[src/rtl/bcd_cnt_pkg.sv]
// ----------------------------------------------------------------------------
// bcd_cnt_pkg
// Shared definitions for the prescaled BCD counter: digit type, the legal
// digit bounds and a clamp helper that forces a nibble back into 0..9.
// Optional feature macro used by the counter: BCD_CNT_LOAD_EN (parallel load).
// ----------------------------------------------------------------------------
package bcd_cnt_pkg;

    typedef logic [3:0] bcd_digit_t;

    localparam bcd_digit_t BCD_MAX = 4'd9;
    localparam bcd_digit_t BCD_MIN = 4'd0;

    // Any nibble above 9 is not a decimal digit; saturate it to 9.
    function automatic bcd_digit_t bcd_clamp(input bcd_digit_t value);
        bcd_digit_t result;
        if (value > BCD_MAX) begin
            result = BCD_MAX;
        end else begin
            result = value;
        end
        return result;
    endfunction

endpackage

[src/rtl/bcd_digit.sv]
// ----------------------------------------------------------------------------
// bcd_digit
// One decimal digit of the counter chain. Steps up or down by one when en_in
// (carry/borrow in) is high, with clear and load taking priority.
// Ports:
//   clk    rising-edge clock
//   rst    asynchronous active-low reset
//   en_in  carry (up) / borrow (down) from the next lower digit or the tick
//   up     direction, 1 = increment, 0 = decrement
//   clr    synchronous clear to 0
//   ld     synchronous load of ld_val (clamped to 9)
//   ld_val load value for this digit
//   digit  registered digit value, always 0..9
//   co     carry/borrow out to the next higher digit (combinational)
// ----------------------------------------------------------------------------
module bcd_digit
    import bcd_cnt_pkg::*;
(
    input  logic       clk,
    input  logic       rst,
    input  logic       en_in,
    input  logic       up,
    input  logic       clr,
    input  logic       ld,
    input  bcd_digit_t ld_val,
    output bcd_digit_t digit,
    output logic       co
);

    bcd_digit_t digit_d;
    bcd_digit_t digit_q;

    // A digit passes the step on only when it is about to wrap in the chosen direction.
    always_comb begin
        if (up) begin
            co = en_in & (digit_q == BCD_MAX);
        end else begin
            co = en_in & (digit_q == BCD_MIN);
        end
    end

    // Next digit value: clear, then load, then a single up/down step.
    always_comb begin
        digit_d = digit_q;
        if (clr) begin
            digit_d = BCD_MIN;
        end else if (ld) begin
            digit_d = bcd_clamp(ld_val);
        end else if (en_in) begin
            if (up) begin
                // >= rather than == keeps the digit decimal even if it were ever corrupted.
                if (digit_q >= BCD_MAX) begin
                    digit_d = BCD_MIN;
                end else begin
                    digit_d = digit_q + 4'd1;
                end
            end else begin
                if (digit_q == BCD_MIN) begin
                    digit_d = BCD_MAX;
                end else if (digit_q > BCD_MAX) begin
                    digit_d = BCD_MAX;
                end else begin
                    digit_d = digit_q - 4'd1;
                end
            end
        end else begin
            digit_d = digit_q;
        end
    end

    // Digit register.
    always_ff @(posedge clk or negedge rst) begin
        if (!rst) begin
            digit_q <= BCD_MIN;
        end else begin
            digit_q <= digit_d;
        end
    end

    assign digit = digit_q;

endmodule

[src/rtl/bcd_prescale_cnt.sv]
// ----------------------------------------------------------------------------
// bcd_prescale_cnt
// Multi-digit BCD up/down counter that advances once every PRESCALE enabled
// clocks, wrapping at 99..9 / 0 and flagging the wrap on carry.
// Optional feature: define BCD_CNT_LOAD_EN to add the load/load_val ports
// (synchronous parallel load, each digit clamped to 9).
// Parameters:
//   PRESCALE  enabled clocks per count step (1..65536)
//   DIGITS    number of BCD digits (1..8)
// Ports:
//   clk       rising-edge clock
//   rst       asynchronous active-low reset
//   en        count enable; prescaler and digits hold when low
//   clr       synchronous clear of prescaler and digits (highest priority)
//   up        direction, 1 = increment, 0 = decrement
//   load      synchronous load (BCD_CNT_LOAD_EN only)
//   load_val  BCD load value, digit 0 in [3:0] (BCD_CNT_LOAD_EN only)
//   out       current BCD value, digit 0 in [3:0]
//   tick      high in a cycle whose closing edge performs a count step
//   carry     high in a step cycle in which the whole value wraps
// ----------------------------------------------------------------------------
module bcd_prescale_cnt
    import bcd_cnt_pkg::*;
#(
    parameter int PRESCALE = 100,
    parameter int DIGITS   = 2
) (
    input  logic                clk,
    input  logic                rst,
    input  logic                en,
    input  logic                clr,
    input  logic                up,
`ifdef BCD_CNT_LOAD_EN
    input  logic                load,
    input  logic [4*DIGITS-1:0] load_val,
`endif
    output logic [4*DIGITS-1:0] out,
    output logic                tick,
    output logic                carry
);

    localparam int PW = (PRESCALE > 1) ? $clog2(PRESCALE) : 1;
    localparam logic [PW-1:0] PRESC_LAST = PW'(PRESCALE - 1);
    localparam logic [PW-1:0] PRESC_ONE  = PW'(1);

    logic                load_s;
    logic [4*DIGITS-1:0] load_val_s;
    logic                step_s;
    logic [DIGITS:0]     chain_s;
    logic [PW-1:0]       presc_d;
    logic [PW-1:0]       presc_q;

`ifdef BCD_CNT_LOAD_EN
    assign load_s     = load;
    assign load_val_s = load_val;
`else
    assign load_s     = 1'b0;
    assign load_val_s = '0;
`endif

    // A step needs enable and a full prescale period, and never happens under clr/load.
    assign step_s = en & (presc_q == PRESC_LAST) & ~clr & ~load_s;

    // Prescaler next value; with PRESCALE=1 every branch yields 0 so the register is constant.
    always_comb begin
        presc_d = presc_q;
        if (clr || load_s) begin
            presc_d = '0;
        end else if (step_s) begin
            presc_d = '0;
        end else if (en) begin
            presc_d = presc_q + PRESC_ONE;
        end else begin
            presc_d = presc_q;
        end
    end

    // Prescaler register.
    always_ff @(posedge clk or negedge rst) begin
        if (!rst) begin
            presc_q <= '0;
        end else begin
            presc_q <= presc_d;
        end
    end

    // The step enters digit 0; each digit's carry/borrow enables the next one up.
    assign chain_s[0] = step_s;

    for (genvar g = 0; g < DIGITS; g++) begin : g_digit
        bcd_digit u_digit (
            .clk    (clk),
            .rst    (rst),
            .en_in  (chain_s[g]),
            .up     (up),
            .clr    (clr),
            .ld     (load_s),
            .ld_val (load_val_s[4*g +: 4]),
            .digit  (out[4*g +: 4]),
            .co     (chain_s[g+1])
        );
    end

    assign tick  = step_s;
    // Carry out of the top digit already implies step & every digit at its limit.
    assign carry = chain_s[DIGITS];

endmodule

[config.mk]
export PLATFORM = sky130hd
export DESIGN_NAME = bcd_prescale_cnt
export DESIGN_NICKNAME = d
export VERILOG_FILES = /design/src/rtl/bcd_cnt_pkg.sv /design/src/rtl/bcd_digit.sv /design/src/rtl/bcd_prescale_cnt.sv
export SDC_FILE = /design/constraint.sdc
export NUM_CORES = 1
export LEC_CHECK = 0
export ABC_AREA = 1
export BUFFER_PORTS_ARGS = -buffer_cell sky130_fd_sc_hd__clkbuf_2
export CAP_MARGIN = 25
export CORE_AREA = 5 5 74 59
export CTS_CLUSTER_DIAMETER = 120
export CTS_CLUSTER_SIZE = 8
export DETAILED_ROUTE_END_ITERATION = 6
export DIE_AREA = 0 0 79 64
export REMOVE_ABC_BUFFERS = 1
export SYNTH_ARGS = -nofsm -noshare
export SYNTH_HDL_FRONTEND = slang
export SYNTH_SLANG_ARGS = --single-unit
[constraint.sdc]
create_clock -name clk -period 1.9 [get_ports clk]
set_input_delay 0.38 -clock clk [delete_from_list [all_inputs] [get_ports clk]]
set_output_delay 0.38 -clock clk [all_outputs]
set_load 0.01 [all_outputs]
==> flow_summary.json, run 1 <==
{
  "maxSlewViolCount": 0,
  "ys.flop_type": "dfrtp_1",
  "cts_made_buffers": 3,
  "synth_edf_count": 0,
  "initial_core_util_pct": 35.6,
  "cts.sinks": 15,
  "fmax_mhz": 542,
  "hold-worst-slack_ns": 0.0412,
  "power_density_nw_per_um2": 405,
  "syn_to_final_growth_pct": 25.5,
  "hold_path.class": "primary input to asynchronous set/reset pin",
  "num_vias": 1160,
  "skew_ns": 0.00313,
  "place_congestion": 0.802,
  "path_class": "register to output pin",
  "clockRootBuffer": "clkbuf_8",
  "firstDrtPassIters": 4,
  "finalInstanceArea_um2": 1580,
  "htreeDepth": 1,
  "synthesis.instances": 176,
  "die_x_um": 79,
  "postSynth.asyncResetShare_pct": 100,
  "critPathMaxFanout": 3,
  "cts_tree": "built",
  "status": "completed",
  "power.leakage_nw": 0.823,
  "synth_cell_types": 28,
  "start_kind": "register",
  "core_um2": 3540,
  "layout-drive-gt1-share_pct": 35.0,
  "setup_slack_ns": 0.0559,
  "placed_cell_area_um2": 1410,
  "viasPerCell": 4.68,
  "ys_warn_count": 0,
  "ir_worst_vdd_uv": 251,
  "die_y_um": 64,
  "nets": 221,
  "track_usage_pct": 11.8,
  "fin_crit_ns": 1.84,
  "postCtsHoldBufs": 0,
  "dr.first_iter.drc_count": 32,
  "port_buffers": 14,
  "grt_max_degree": 16,
  "hpwlAfterDp_mm": 2.11,
  "worst_pin_slew_ns": 0.375,
  "hold_violations": 0,
  "clk_latency_ns": 0.24,
  "path_clk_slew_ns": 0.06,
  "ys_seq_area_share_pct": 29.8,
  "maxCapViolCount": 0,
  "crit_required_ns": 1.52,
  "grt_overflow": 0,
  "ant_nets": 0,
  "antenna_found_initial": 0,
  "crit_arrival_ns": 1.46,
  "place_ws_ns": 0.141,
  "grt_pass1_wl_mm": 4.84,
  "cp-end-kind": "output pin",
  "wl_per_cell_um": 10.9,
  "ys_ff_latch": 15,
  "synth_area_per_cell_um2": 7.17,
  "grt_pass1_vias": 1104,
  "std_cell_rows": 19,
  "drcViolationCount": 0,
  "diodes": 0,
  "cts.path.max_buffers": 2,
  "setup_viol": 0,
  "synth_area_um2": 1260,
  "min_period_over_period_pct": 97.1,
  "dieArea_um2": 5060,
  "routed_wl_mm": 2.69,
  "slew_headroom_pct": 75.0,
  "grt_setup_unrepaired": "yes",
  "io_pins": 15
}
## state kept, by name, indices dropped and copies added (netlist names)
signal / cells
presc_q: 7
g_digit.u_digit.digit: 8
## layer usage
layer  global-route usage, %  vias to the layer above  wire length (um)
met5                       0                        -                 0
met4                    1.93                        0                 8
met3                    4.07                        2               123
met2                    18.5                       18              1170
met1                    16.1                      515              1390
li1                        -                      625                 -
## power breakdown
part	switching, mW	total, mW	internal (mW)
sequential	0.00567	0.329	0.323
clock	0.102	0.250	0.148
combinational	0.0393	0.0619	0.0226
total	0.147	0.641	0.494
## critical path, cell delays in order, from the launching register on
cell	delay, ns
dfrtp_1	0.43
ha_4	0.19
inv_2	0.05
nor2_4	0.13
nand4_4	0.10
inv_4	0.08
nand2_4	0.05
nor2_2	0.07
buf_2	0.13
## cell usage after synthesis, types with 2 or more instances
| master | instances | area, um^2 |
|---|---|---|
| nand3_1 | 26 | 130 |
| nor2_1 | 14 | 52.6 |
| a21oi_1 | 5 | 25.0 |
| xnor2_1 | 2 | 17.5 |
| nor2_2 | 3 | 18.8 |
| inv_1 | 17 | 63.8 |
| o21ai_0 | 6 | 30.0 |
| xor2_1 | 2 | 17.5 |
| inv_2 | 3 | 11.3 |
| nand2_2 | 3 | 18.8 |
| nor3_1 | 2 | 10.0 |
| nor2_4 | 5 | 56.3 |
| dfrtp_1 | 15 | 375 |
| nand2_1 | 51 | 191 |
| ha_1 | 9 | 113 |
## logic make-up after synthesis
family,after synthesis,synth area share (%)
simple gates,109,43.3
buf+inv,24,8.23
flops,15,29.8
compound gates,14,6.25
fa+ha+maj,9,8.93
xor+xnor,4,2.78
mux,1,0.794
## what timing repair did
| action | 4_1_cts | 5_1_grt |
|---|---|---|
| pin swaps | 7 | 9 |
| gates resized for setup | 8 | 18 |
| setup endpoints to repair | 1 | 5 |
| buffers inserted | 7 | 1 |
## metrics by stage
stage          std cells  TNS [ns]  util [%]  power (mW)
2_1_floorplan        173         0         -       0.365
5_1_grt              248   -0.0494      44.7       0.677
3_5_place_dp         236         0      39.9       0.390
6_report             248         0      44.7       0.641
3_3_place_gp         236         0      39.9       0.391
4_1_cts              247         0      43.2       0.648
## cells in the final DEF (no fill, tap or decap)
cell / n
nand2_1: 49
nand3_1: 23
buf_4: 15
nor2_1: 13
clkbuf_2: 13
inv_1: 11
dfrtp_1: 11
inv_2: 9
ha_1: 6
nor2_4: 5
o21ai_0: 5
nor2_2: 4
nand3_2: 4
nand2_2: 4
a21oi_1: 4
dfrtp_2: 4
clkbuf_8: 3
nand2_4: 2
xor2_1: 2
nor3_1: 2
xnor2_1: 2
ha_4: 2
nand4_4: 1
inv_4: 1
o21ai_2: 1
nand3_4: 1
a21oi_2: 1
o21a_1: 1
mux2i_1: 1
o211ai_1: 1
o21ai_1: 1
nand3b_1: 1
ha_2: 1
clkbuf_1: 1
buf_2: 1
## cell type report
cell class | instances | area, um^2
clock buffers | 4 | 45.0
multi-input cells | 137 | 841
flip-flops and latches | 15 | 380
repair buffers | 29 | 183
inverters | 21 | 81.3
well taps | 42 | 52.6
fillers | 375 | 1960
## final timing paths
check / start / end / slack [ns] / cells after the start
max: presc_q[0] / carry / 0.06 / 8
min: rst / presc_q[1] / 0.04 / 1
max reg2reg: g_digit[0].u_digit.digit[0] / g_digit[0].u_digit.digit[2] / 0.12 / 12
min reg2reg: presc_q[4] / presc_q[4] / 0.52 / 1
max in group asynchronous: rst / g_digit[1].u_digit.digit[1] / 1.57 / 1
min in group clk: en / presc_q[1] / 0.44 / 3
Power figures use the tool's default switching activity.
==> inputs of run 2 (changes only) <==
- HOLD_SLACK_MARGIN: not set -> 0.12
==> run 2 against run 1 <==
  * Critical path depth unchanged
  * Core utilization increased by 0.28 points
  * Critical path type unchanged
  * Maximum frequency is essentially flat
  * Non-clock buffer count is 1 higher
  * Register-to-register slack hardly changed
  * Die area is the same
  * Largest cell class unchanged
  * Final cell count is 0.40% higher
  * Via count is 0.95% higher
  * Largest power group unchanged
  * Sequential share of layout area is 0.15 points lower
  * Power up 0.29%
  * Routed wire length increased by 0.52%
  * First-iteration DRC count fell by 3.1%
==> flow_summary.json, run 2 (synthesis gave the netlist of run 1 again) <==
{
  "status": "completed",
  "wl_met2_mm": 1.20,
  "wl_per_cell_um": 10.9,
  "max_stage_delay_ns": 0.43,
  "antenna_found_initial": 0,
  "track_usage_pct": 11.8,
  "setup_viol": 0,
  "worst_pin_slew_ns": 0.375,
  "fillers": 374,
  "ir_worst_vdd_uv": 251,
  "initial_core_util_pct": 35.6,
  "cpMaxStageDelayCell": "dfrtp_1",
  "place_ws_ns": 0.141,
  "clockRootBuffer": "clkbuf_8",
  "core_um2": 3540,
  "setup_slack_ns": 0.0568,
  "num_vias": 1171,
  "ant_nets": 0,
  "nets": 222,
  "routed_wl_mm": 2.71,
  "critPathMaxFanout": 3,
  "r2r_setup_slack_ns": 0.12,
  "post-route-util_pct": 45.0,
  "hold_violations": 0,
  "syn_to_final_growth_pct": 26.3,
  "die_x_um": 79,
  "most-common-layout-cells": "49 x nand2_1, 23 x nand3_1, 15 x buf_4",
  "min_path_cells": 3,
  "min_period_over_period_pct": 97.0,
  "place_congestion": 0.802,
  "cts_tree": "built",
  "crit_chain": "ha_4, inv_2, nor2_4, nand4_4, inv_4, nand2_4, nor2_2, buf_2",
  "grt_max_degree": 16,
  "met3WireLength_um": 106,
  "fin_crit_ns": 1.84,
  "cts.sinks": 15,
  "std_cell_rows": 19,
  "critPathTopFamily": "flip-flops",
  "met1_length_mm": 1.40,
  "worst-path-buf-inv": 3,
  "layout_commonest_cell": "nand2_1",
  "path_class": "register to output pin",
  "hold_end": "presc_q[1]",
  "grt_pass1_wl_mm": 4.84,
  "largest_register_ffs": 8,
  "dieArea_um2": 5060,
  "cp-end-kind": "output pin",
  "cts.path.max_buffers": 2,
  "maxSlewViolCount": 0,
  "fmax_mhz": 543,
  "maxCapViolCount": 0,
  "reg2reg_to": "g_digit[0].u_digit.digit[2]",
  "cts_made_buffers": 3,
  "hpwlAfterDp_mm": 2.11,
  "grt_setup_unrepaired": "yes",
  "layout-drive-gt1-share_pct": 34.8,
  "grt_pass1_vias": 1104,
  "diodes": 0,
  "die_y_um": 64,
  "grt_overflow": 0,
  "start_kind": "register",
  "slew_headroom_pct": 75.0,
  "crit_arrival_ns": 1.46,
  "io_pins": 15,
  "skew_ns": 0.00291,
  "firstDrtPassIters": 4,
  "routed.top_layer": "met4",
  "drcViolationCount": 0,
  "worst_r2r_startpoint": "g_digit[0].u_digit.digit[0]",
  "crit_required_ns": 1.52,
  "htreeDepth": 1,
  "dr.first_iter.drc_count": 31,
  "clk_latency_ns": 0.24,
  "hp-start": "en",
  "reg2reg_depth": 12,
  "power.leakage_nw": 0.828,
  "viasPerCell": 4.70,
  "hold_path.class": "primary input to register",
  "port_buffers": 14,
  "power_density_nw_per_um2": 404,
  "path_clk_slew_ns": 0.06
}
==> run 2: changes by cell type in the layout (fill, tap and decap cells not counted) <==
cell,change
dlygate4sd3_1,+1
==> run 2: how the worst max path moves through the flow <==
| stage | startpoint | to | slack [ns] | cells after the start |
|---|---|---|---|---|
| floorplan | presc_q[0] | carry | 0.24 | 7 |
| global placement | presc_q[0] | carry | 0.17 | 8 |
| detailed placement | presc_q[0] | carry | 0.14 | 8 |
| CTS | g_digit[0].u_digit.digit[0] | carry | 0.0005 | 9 |
| global route | presc_q[0] | carry | -0.04 | 8 |
| finish | presc_q[0] | carry | 0.06 | 8 |
==> run 2: metrics by stage <==
step                      instances  cell area, um^2  hold slack (ns)  TNS, ns  total power, mW
after global routing            249             1590            0.455  -0.0494            0.679
after global placement          236             1410            0.317        0            0.391
after CTS                       248             1540            0.440        0            0.650
after detailed placement        236             1410            0.316        0            0.390
final                           249             1590            0.445        0            0.643
after floorplan                 173             1240           0.0844        0            0.365
==> run 2: repair_timing <==
item	in CTS	in global routing
pin swaps	7	9
hold buffers	1	0
gates resized for setup	8	18
endpoints found under the setup margin	1	5
hold endpoints to repair	15	0
setup buffers	7	1
==> run 2: worst reg2reg max path, stage by stage, from the launching register on <==
cell,delay (ns)
dfrtp_2,0.41
inv_2,0.05
buf_4,0.12
buf_4,0.12
buf_4,0.12
buf_4,0.13
ha_2,0.18
nand2_1,0.07
nand2_2,0.07
o21ai_1,0.13
nand2_1,0.11
nand3b_1,0.10
nand2_1,0.05
==> run 2: report_power, final <==
group | internal, mW | switching, mW
combinational | 0.0239 | 0.0397
clock | 0.148 | 0.102
sequential | 0.323 | 0.00566
total | 0.496 | 0.147
==> run 2: area by class of cell <==
cell class                 instances  area, um^2  area share [%]
inverter                          21        81.3            5.11
tap                               42        52.6            3.30
multi-input combinational        137         841            52.8
sequential                        15         380            23.9
timing repair buffer              30         193            12.1
clock buffer                       4        45.0            2.83
==> run 2: layer usage <==
layer | vias up | track usage, %
met2 | 14 | 18.5
li1 | 630 | -
met4 | 0 | 1.93
met3 | 2 | 3.93
met5 | - | 0
met1 | 525 | 16.2
==> inputs of run 3 (changes only) <==
- PLACE_DENSITY: not set -> 0.61
- REMOVE_ABC_BUFFERS: 1 -> not set
==> run 3 against run 2 <==
  * Critical path depth decreased by 1
  * Worst hold slack gained 0.012 ns
  * Power is 1.3% higher
  * Core utilization increased by 1.7 points
  * Cell area grew 3.8%
  * First-iteration DRC count grew 13%
  * Combinational power up 8.2%
  * Sequential cell count is the same
  * Maximum frequency grew 1.7%
  * Final cell count up 2.0%
  * Non-clock buffer count rose by 5
  * Die area stayed put
==> flow_summary.json, run 3 (synthesis gave the netlist of run 1 again) <==
{
  "status": "completed",
  "fin_tns_setup_ns": 0,
  "core_um2": 3540,
  "worst-path-buf-inv": 2,
  "grt_pass1_vias": 1086,
  "worst_pin_slew_ns": 0.386,
  "die_x_um": 79,
  "num_vias": 1196,
  "hold_violations": 0,
  "cpMaxStageDelayCell": "dfrtp_1",
  "firstDrtPassIters": 4,
  "die_y_um": 64,
  "ant_nets": 0,
  "path_class": "register to output pin",
  "maxSlewViolCount": 0,
  "wl_per_cell_um": 11.3,
  "hpwlAfterDp_mm": 2.15,
  "cts.path.max_buffers": 2,
  "htreeDepth": 1,
  "drcViolationCount": 0,
  "placed_cell_area_um2": 1430,
  "crit_arrival_ns": 1.43,
  "hold_path.class": "primary input to register",
  "crit_required_ns": 1.52,
  "routed_wl_mm": 2.88,
  "ir_worst_vdd_uv": 306,
  "port_buffers": 14,
  "cts_made_buffers": 3,
  "place_congestion": 0.813,
  "layout_commonest_cell": "nand2_1",
  "grt_setup_unrepaired": "no",
  "viasPerCell": 4.71,
  "grt_overflow": 0,
  "slew_headroom_pct": 74.3,
  "cts_tree": "built",
  "clockRootBuffer": "clkbuf_8",
  "cp-end-kind": "output pin",
  "power_density_nw_per_um2": 394,
  "syn_to_final_growth_pct": 31.2,
  "nets": 227,
  "most-common-layout-cells": "49 x nand2_1, 23 x nand3_1, 20 x buf_4",
  "hold-worst-slack_ns": 0.457,
  "maxCapViolCount": 0,
  "initial_core_util_pct": 35.6,
  "path_clk_slew_ns": 0.06,
  "largest_register_ffs": 8,
  "layout-drive-gt1-share_pct": 34.9,
  "start_kind": "register",
  "grt_max_degree": 16,
  "clk_latency_ns": 0.24,
  "grt_pass1_wl_mm": 4.79,
  "min_period_over_period_pct": 95.4,
  "critPathTopFamily": "flip-flops",
  "synth_nets": 190,
  "track_usage_pct": 11.5,
  "std_cell_rows": 19,
  "fmax_mhz": 552,
  "diodes": 0,
  "power.leakage_nw": 0.866,
  "skew_ns": 0.00297,
  "io_pins": 15,
  "antenna_found_initial": 0,
  "dr.first_iter.drc_count": 35,
  "setup_viol": 0,
  "finalInstanceArea_um2": 1650,
  "fin_crit_ns": 1.81,
  "cts.sinks": 15,
  "dieArea_um2": 5060,
  "critPathMaxFanout": 4,
  "max_stage_delay_ns": 0.42,
  "dp_cells": 238,
  "stdcell_count": 254,
  "crit_chain": "inv_2, ha_1, nand3_2, nand2_2, nand2_1, nor2_4, buf_6"
}
run 3: path summary, 6_finish.rpt:
check	from	to	slack [ns]	depth (start not counted)
hold / removal	en	presc_q[1]	0.46	3
min in group asynchronous	rst	g_digit[1].u_digit.digit[3]	0.58	2
hold reg to reg	presc_q[4]	presc_q[4]	0.54	1
max in group asynchronous	rst	g_digit[0].u_digit.digit[0]	1.02	2
setup reg to reg	g_digit[0].u_digit.digit[0]	g_digit[0].u_digit.digit[2]	0.36	9
setup / recovery	g_digit[1].u_digit.digit[0]	carry	0.09	7
run 3: through the flow:
stage               power [mW]  utilization (%)  worst slack (ns)
global route             0.683             46.7           0.00466
detailed placement       0.389             40.3             0.105
finish                   0.651             46.7            0.0878
global placement         0.389             40.3             0.157
CTS                      0.657             43.6            0.0121
floorplan                0.368                -             0.242
run 3: area by class of cell:
| type | instances | area (um^2) |
|---|---|---|
| clock buffer | 4 | 45.0 |
| multi-input combinational | 137 | 862 |
| fill | 369 | 1890 |
| tap | 42 | 52.6 |
| sequential | 15 | 377 |
| inverter | 21 | 81.3 |
| timing repair buffer | 35 | 236 |
run 3: repair_timing:
item,CTS,global route
hold buffers,1,0
pin swaps,6,8
setup endpoints to repair,1,1
gates resized for setup,7,19
buffers inserted,6,5
endpoints found under the hold margin,15,0
gates cloned,0,0
run 3: power by group:
| part | leakage, nW | total (mW) | internal, mW | switching [mW] |
|---|---|---|---|---|
| logic | 0.637 | 0.0688 | 0.0265 | 0.0423 |
| clock network | 0.0228 | 0.255 | 0.148 | 0.107 |
| registers | 0.206 | 0.328 | 0.323 | 0.00435 |
| total | 0.866 | 0.651 | 0.498 | 0.153 |
run 3: routing by layer:
| layer | vias up | global-route usage (%) | share of wire, % | wire length (um) |
|---|---|---|---|---|
| met1 | 548 | 16.2 | 51 | 1480 |
| met5 | - | 0 | 0 | 0 |
| met2 | 15 | 18.5 | 45 | 1300 |
| met4 | 0 | 0.644 | 0 | 0 |
| met3 | 0 | 3.37 | 3.4 | 97 |
| li1 | 633 | - | - | - |
run 3: worst register-to-register path, stage by stage (launching register included):
cell and delay (ns):
dfrtp_2 0.42, inv_2 0.07, buf_4 0.14, ha_1 0.20
nand2_1 0.07, nand2_1 0.07, a21oi_1 0.25, nor2_4 0.08
nand3b_1 0.09, nand2_1 0.05
